[config.mk]
export PLATFORM = sky130hd
export DESIGN_NAME = multicycle_control
export DESIGN_NICKNAME = d
export VERILOG_FILES = /design/src/rtl/multicycle_control.sv
export SDC_FILE = /design/constraint.sdc
export NUM_CORES = 1
export LEC_CHECK = 0
export ABC_CLOCK_PERIOD_IN_PS = 3000
export CAP_MARGIN = 10
export CORE_AREA = 8 8 78 80
export DETAILED_ROUTE_END_ITERATION = 6
export DIE_AREA = 0 0 86 88
export PLACE_DENSITY_LB_ADDON = 0.15
export SLEW_MARGIN = 20
export SYNTH_ARGS = -nofsm -noshare
export SYNTH_HDL_FRONTEND = slang
export SYNTH_SLANG_ARGS = --single-unit
[constraint.sdc]
create_clock -name clock -period 3 [get_ports clock]
set_input_delay 0.45 -clock clock [delete_from_list [all_inputs] [get_ports clock]]
set_output_delay 0.45 -clock clock [all_outputs]
set_load 0.02 [all_outputs]
[src/rtl/multicycle_control.sv]
// Multicycle control unit: FETCH/DECODE/EXEC/MEM/WB sequencer driving datapath control.
// Optional retired-instruction counter enabled by defining CTRL_PERF_EN.
module multicycle_control #(
  parameter int unsigned FETCH_TIMEOUT = 16,
  parameter logic [3:0]  ALU_AND       = 4'b0000,
  parameter logic [3:0]  ALU_OR        = 4'b0001,
  parameter logic [3:0]  ALU_ADD       = 4'b0010,
  parameter logic [3:0]  ALU_SUB       = 4'b0110,
  parameter logic [3:0]  ALU_SLT       = 4'b0111
) (
  input  logic        clock,
  input  logic        reset_n,
  input  logic        run,
  output logic        fetch_req,
  input  logic        instr_valid,
  input  logic [3:0]  opcode,
  input  logic        Zero,
  output logic [3:0]  ALUctl,
  output logic        ALUSrc,
  output logic        MemtoReg,
  output logic        Regwrite,
  output logic        wr_en,
  output logic        PCSrc,
  output logic        pc_wr,
  output logic        halted,
  output logic        trap,
  output logic [31:0] instr_count
);

  localparam logic [2:0] S_IDLE   = 3'd0;
  localparam logic [2:0] S_FETCH  = 3'd1;
  localparam logic [2:0] S_DECODE = 3'd2;
  localparam logic [2:0] S_EXEC   = 3'd3;
  localparam logic [2:0] S_MEM    = 3'd4;
  localparam logic [2:0] S_WB     = 3'd5;
  localparam logic [2:0] S_HALT   = 3'd6;
  localparam logic [2:0] S_TRAP   = 3'd7;

  localparam logic [3:0] OP_ADD  = 4'h0;
  localparam logic [3:0] OP_SUB  = 4'h1;
  localparam logic [3:0] OP_AND  = 4'h2;
  localparam logic [3:0] OP_OR   = 4'h3;
  localparam logic [3:0] OP_SLT  = 4'h4;
  localparam logic [3:0] OP_ADDI = 4'h5;
  localparam logic [3:0] OP_LW   = 4'h6;
  localparam logic [3:0] OP_SW   = 4'h7;
  localparam logic [3:0] OP_BEQ  = 4'h8;
  localparam logic [3:0] OP_HALT = 4'hF;

  logic [2:0]  state, state_nxt, retire_nxt;
  logic [3:0]  op_q, alu_op;
  logic [31:0] wait_cnt;
  logic        is_imm, illegal, timeout;

  assign is_imm     = (op_q == OP_ADDI) || (op_q == OP_LW) || (op_q == OP_SW);
  assign illegal    = (op_q >= 4'h9) && (op_q <= 4'hE);
  assign timeout    = (FETCH_TIMEOUT != 0) && (wait_cnt == 32'(FETCH_TIMEOUT - 1));
  assign retire_nxt = run ? S_FETCH : S_IDLE;

  always_comb begin
    case (op_q)
      OP_ADD, OP_ADDI, OP_LW, OP_SW: alu_op = ALU_ADD;
      OP_SUB, OP_BEQ:                alu_op = ALU_SUB;
      OP_AND:                        alu_op = ALU_AND;
      OP_OR:                         alu_op = ALU_OR;
      OP_SLT:                        alu_op = ALU_SLT;
      default:                       alu_op = 4'h0;
    endcase
  end

  always_comb begin
    state_nxt = state;
    case (state)
      S_IDLE:   if (run) state_nxt = S_FETCH;
      // a transfer on the timeout cycle takes priority over trapping
      S_FETCH:  if (instr_valid) state_nxt = S_DECODE;
                else if (timeout) state_nxt = S_TRAP;
      S_DECODE: if (op_q == OP_HALT) state_nxt = S_HALT;
                else if (illegal)    state_nxt = S_TRAP;
                else                 state_nxt = S_EXEC;
      S_EXEC:   if (op_q == OP_BEQ) state_nxt = retire_nxt;
                else if ((op_q == OP_LW) || (op_q == OP_SW)) state_nxt = S_MEM;
                else state_nxt = S_WB;
      S_MEM:    state_nxt = (op_q == OP_SW) ? retire_nxt : S_WB;
      S_WB:     state_nxt = retire_nxt;
      default:  state_nxt = state;
    endcase
  end

  always_ff @(posedge clock) begin
    if (!reset_n) begin
      state    <= S_IDLE;
      op_q     <= 4'h0;
      wait_cnt <= 32'h0;
    end else begin
      state <= state_nxt;
      if ((state == S_FETCH) && instr_valid) op_q <= opcode;
      // counts consecutive wait cycles; zero whenever FETCH is (re)entered
      wait_cnt <= ((state == S_FETCH) && !instr_valid) ? wait_cnt + 32'h1 : 32'h0;
    end
  end

  always_comb begin
    fetch_req = 1'b0;
    ALUctl    = 4'h0;
    ALUSrc    = 1'b0;
    MemtoReg  = 1'b0;
    Regwrite  = 1'b0;
    wr_en     = 1'b0;
    PCSrc     = 1'b0;
    pc_wr     = 1'b0;
    halted    = 1'b0;
    trap      = 1'b0;
    case (state)
      S_FETCH: fetch_req = 1'b1;
      S_EXEC: begin
        ALUctl = alu_op;
        ALUSrc = is_imm;
        if (op_q == OP_BEQ) begin
          PCSrc = Zero;
          pc_wr = 1'b1;
        end
      end
      S_MEM: begin
        ALUctl = alu_op;
        ALUSrc = is_imm;
        if (op_q == OP_SW) begin
          wr_en = 1'b1;
          pc_wr = 1'b1;
        end
      end
      S_WB: begin
        ALUctl   = alu_op;
        ALUSrc   = is_imm;
        Regwrite = 1'b1;
        MemtoReg = (op_q == OP_LW);
        pc_wr    = 1'b1;
      end
      S_HALT:  halted = 1'b1;
      S_TRAP:  trap   = 1'b1;
      default: ;
    endcase
    // an instruction caught by reset must not commit anything
    if (!reset_n) begin
      wr_en    = 1'b0;
      Regwrite = 1'b0;
      pc_wr    = 1'b0;
    end
  end

`ifdef CTRL_PERF_EN
  logic [31:0] instr_count_q;

  always_ff @(posedge clock) begin
    if (!reset_n)   instr_count_q <= 32'h0;
    else if (pc_wr) instr_count_q <= instr_count_q + 32'h1;
  end

  assign instr_count = instr_count_q;
`else
  assign instr_count = 32'h0;
`endif

endmodule

==> impl_metrics.tcl <==
set metrics [dict create \
    status "finished, final reports clean" \
    synth_area_per_cell_sq_um 7.994 \
    cts_made_buffers 5 \
    worst_pin_slew_ps 500.0 \
    io_buffers 20 \
    layout_min_cycle_time_ps 2813 \
    grt_pass1_vias 1914 \
    grt_pass1_wl_microns 8838 \
    die_w_microns 86 \
    post_cts_resized 0 \
    initialDrtViolationCount 136 \
    fin_setup_tns_ps 0 \
    grt_overflow 0 \
    wl_per_cell_microns 13.07 \
    synth-edff-count 0 \
    rsz0062_at_grt "false" \
    fp-row-count 26 \
    clock.fmax_ghz 0.3555 \
    nFillCells 465 \
    ctsLongestPathBuffers 2 \
    clockPowerShare 0.406 \
    clk_pin_slew_worst_paths_ps 80 \
    syn_inst 319 \
    worstPathArrival_ps 2360 \
    maxCapViolCount 0 \
    swShare 0.2545 \
    drc 0 \
    cts_tree "yes" \
    netSwitchingPower_uw 344.1 \
    worst-r2r-setup-slack_ps 760 \
    crit_fanout 10 \
    grt_usage 0.1421 \
    clock_latency_ps 290 \
    antenna_cells 0 \
    grt_max_degree 20 \
    drive_above_1_share 0.07508 \
    leakage_uw 0.0009242 \
    yosys_register_bits 42 \
    synthFlopType "dfxtp_1" \
    slowest_delay_ps 660 \
    start_util 0.5191 \
    synth_top_area_cell "dfxtp_1" \
    core_area_sq_um 4912 \
    slew_violations 0 \
    cts.sinks 42 \
    synth_area_leaders "dfxtp_1, buf_4, nand2_1" \
    power-per-cell-area_nw_per_um2 481.8 \
    worstPathRequired_ps 2550 \
    hold_viol_final 0 \
    synth_top_area_share 0.3297 \
    finalCritPeriodShare 0.9377 \
    holdWs_ps 465.0 \
    area_delta_synth_final_pct 10.06 \
    criticalPathCategory "reg -> out" \
    seq_area_frac_synth 0.3297 \
    endpoint_kind "output port" \
    die_h_microns 88 \
    antenna_found_initial 0 \
    ant_nets 0 \
    gp_congestion 0.8726 \
    slew_headroom 0.6636 \
    async_reset_ff_frac 0 \
    postCtsSetupBuffers 0 \
    via_per_inst 5.375 \
    syn_area_sq_um 2550 \
    vias 2166 \
    dpl.hpwl_microns 3907 \
    dieArea_sq_um 7568 \
    dr.pass1.iters 4 \
    ys.warnings.count 0 \
    crit_slowest_cell "or4b_2" \
    holdCritPathClass "reg -> reg" \
    totalWireLength_microns 5269 \
    nNetsFinal 342 \
    internal_power_uw 1008 \
    cts_hold_buf 0 \
    vdd_ir_drop_max_uv 288.0 \
    pwr-share-comb 0.158 \
    cts_max_level 2 \
    skew_ps 4.528 \
    power_frac_seq 0.436 \
    clock_tree.root_cell "clkbuf_8" \
    design_power_total_uw 1352 \
    startpoint_type "register" \
    crit_chain "or4b_2 > o22a_1 > nor2_1 > clkdlybuf4s50_1" \
    ys_types 49 \
    finalSetupViolCount 0 \
    io_pins 54 \
]
power by group through the flow:
stage                     sequential (uW)  clock, uW  combinational, uW
after floorplan                       592          0                195
after global placement                601          0                213
after detailed placement              602          0                211
after CTS                             589        563                212
after global routing                  593        588                236
final                                 590        549                214
registers in the layout (all words and copies together), names as in the netlist:
name / flops
alu_op: 3
op_q: 4
state: 3
wait_cnt: 32
cell usage in the layout, fill, tap and decap left out, types with 3 or more instances in the layout:
cell type and instances:
a21oi_1 21, and2_1 4, and3_1 3, and4_1 5, buf_4 5, clkbuf_8 6
clkdlybuf4s50_1 20, conb_1 33, dfxtp_1 42, inv_1 10, mux2i_1 8, nand2_1 31
nand2b_1 3, nand3_1 11, nor2_1 21, nor2b_1 4, nor3_1 5, nor3b_1 3
nor4_1 14, o21ai_0 11, o31ai_1 8, or3_1 10, or3_2 3, or4_1 10
xnor2_1 8, xor2_1 3
path summary, 6_finish.rpt:
| check | startpoint | end | cells past startpoint |
|---|---|---|---|
| setup / recovery | op_q[3] | pc_wr | 4 |
| hold / removal | wait_cnt[0] | wait_cnt[0] | 1 |
| setup reg to reg | wait_cnt[0] | wait_cnt[24] | 5 |
| hold reg to reg | wait_cnt[0] | wait_cnt[0] | 1 |
final cells by class:
type / instances / area, sq um / area share
Clock inverter: 2 / 60.06 / 0.02140
Inverter: 10 / 37.54 / 0.01337
Multi-Input combinational cell: 248 / 1460 / 0.5203
Timing Repair Buffer: 25 / 237.7 / 0.08471
Tap cell: 70 / 87.58 / 0.03121
Sequential cell: 42 / 840.8 / 0.2996
Clock buffer: 6 / 82.58 / 0.02942
layer usage:
| metal | wire (microns) | track usage | vias to the layer above |
|---|---|---|---|
| li1 | - | - | 1110 |
| met1 | 2567 | 0.1825 | 1008 |
| met2 | 2447 | 0.2295 | 46 |
| met3 | 212 | 0.03002 | 2 |
| met4 | 41 | 0.04777 | 0 |
| met5 | 0 | 0 | - |
kinds of logic after synthesis:
family,synth area share
and+or+nand+nor,0.3145
buffers and inverters,0.1447
AOI/OAI and AO/OA,0.1266
DFF,0.3297
xor gates and xnor gates,0.03779
muxes,0.04024
adders and majority gates,0.004906
other,0.001471
worst max-delay path, delay by kind of cell, from the launching register on:
family | cells | cell delay, ps
AOI/OAI and AO/OA | 1 | 220
buffers and inverters | 1 | 610
DFF | 1 | 490
and+or+nand+nor | 2 | 750
cell usage after synthesis, drive strengths merged, types with 8 or more instances:
cell type	count
xnor2	8
or3	13
or4	12
mux2i	8
o21ai	11
nand3	12
nor2	21
inv	10
o31ai	8
nor4	14
a21oi	21
nand2	31
dfxtp	42
buf	36
clkbuf	15
metrics by stage:
step	area, sq um	utilization	setup slack [ps]	cells
6_report	2806	0.5713	187.0	403
5_1_grt	2806	0.5713	54.62	403
4_1_cts	2806	0.5713	183.5	403
3_5_place_dp	2664	0.5423	507.5	395
3_3_place_gp	2664	0.5423	515.6	395
2_1_floorplan	2670	-	652.6	351
No activity file was read; power rests on OpenSTA's default activity.
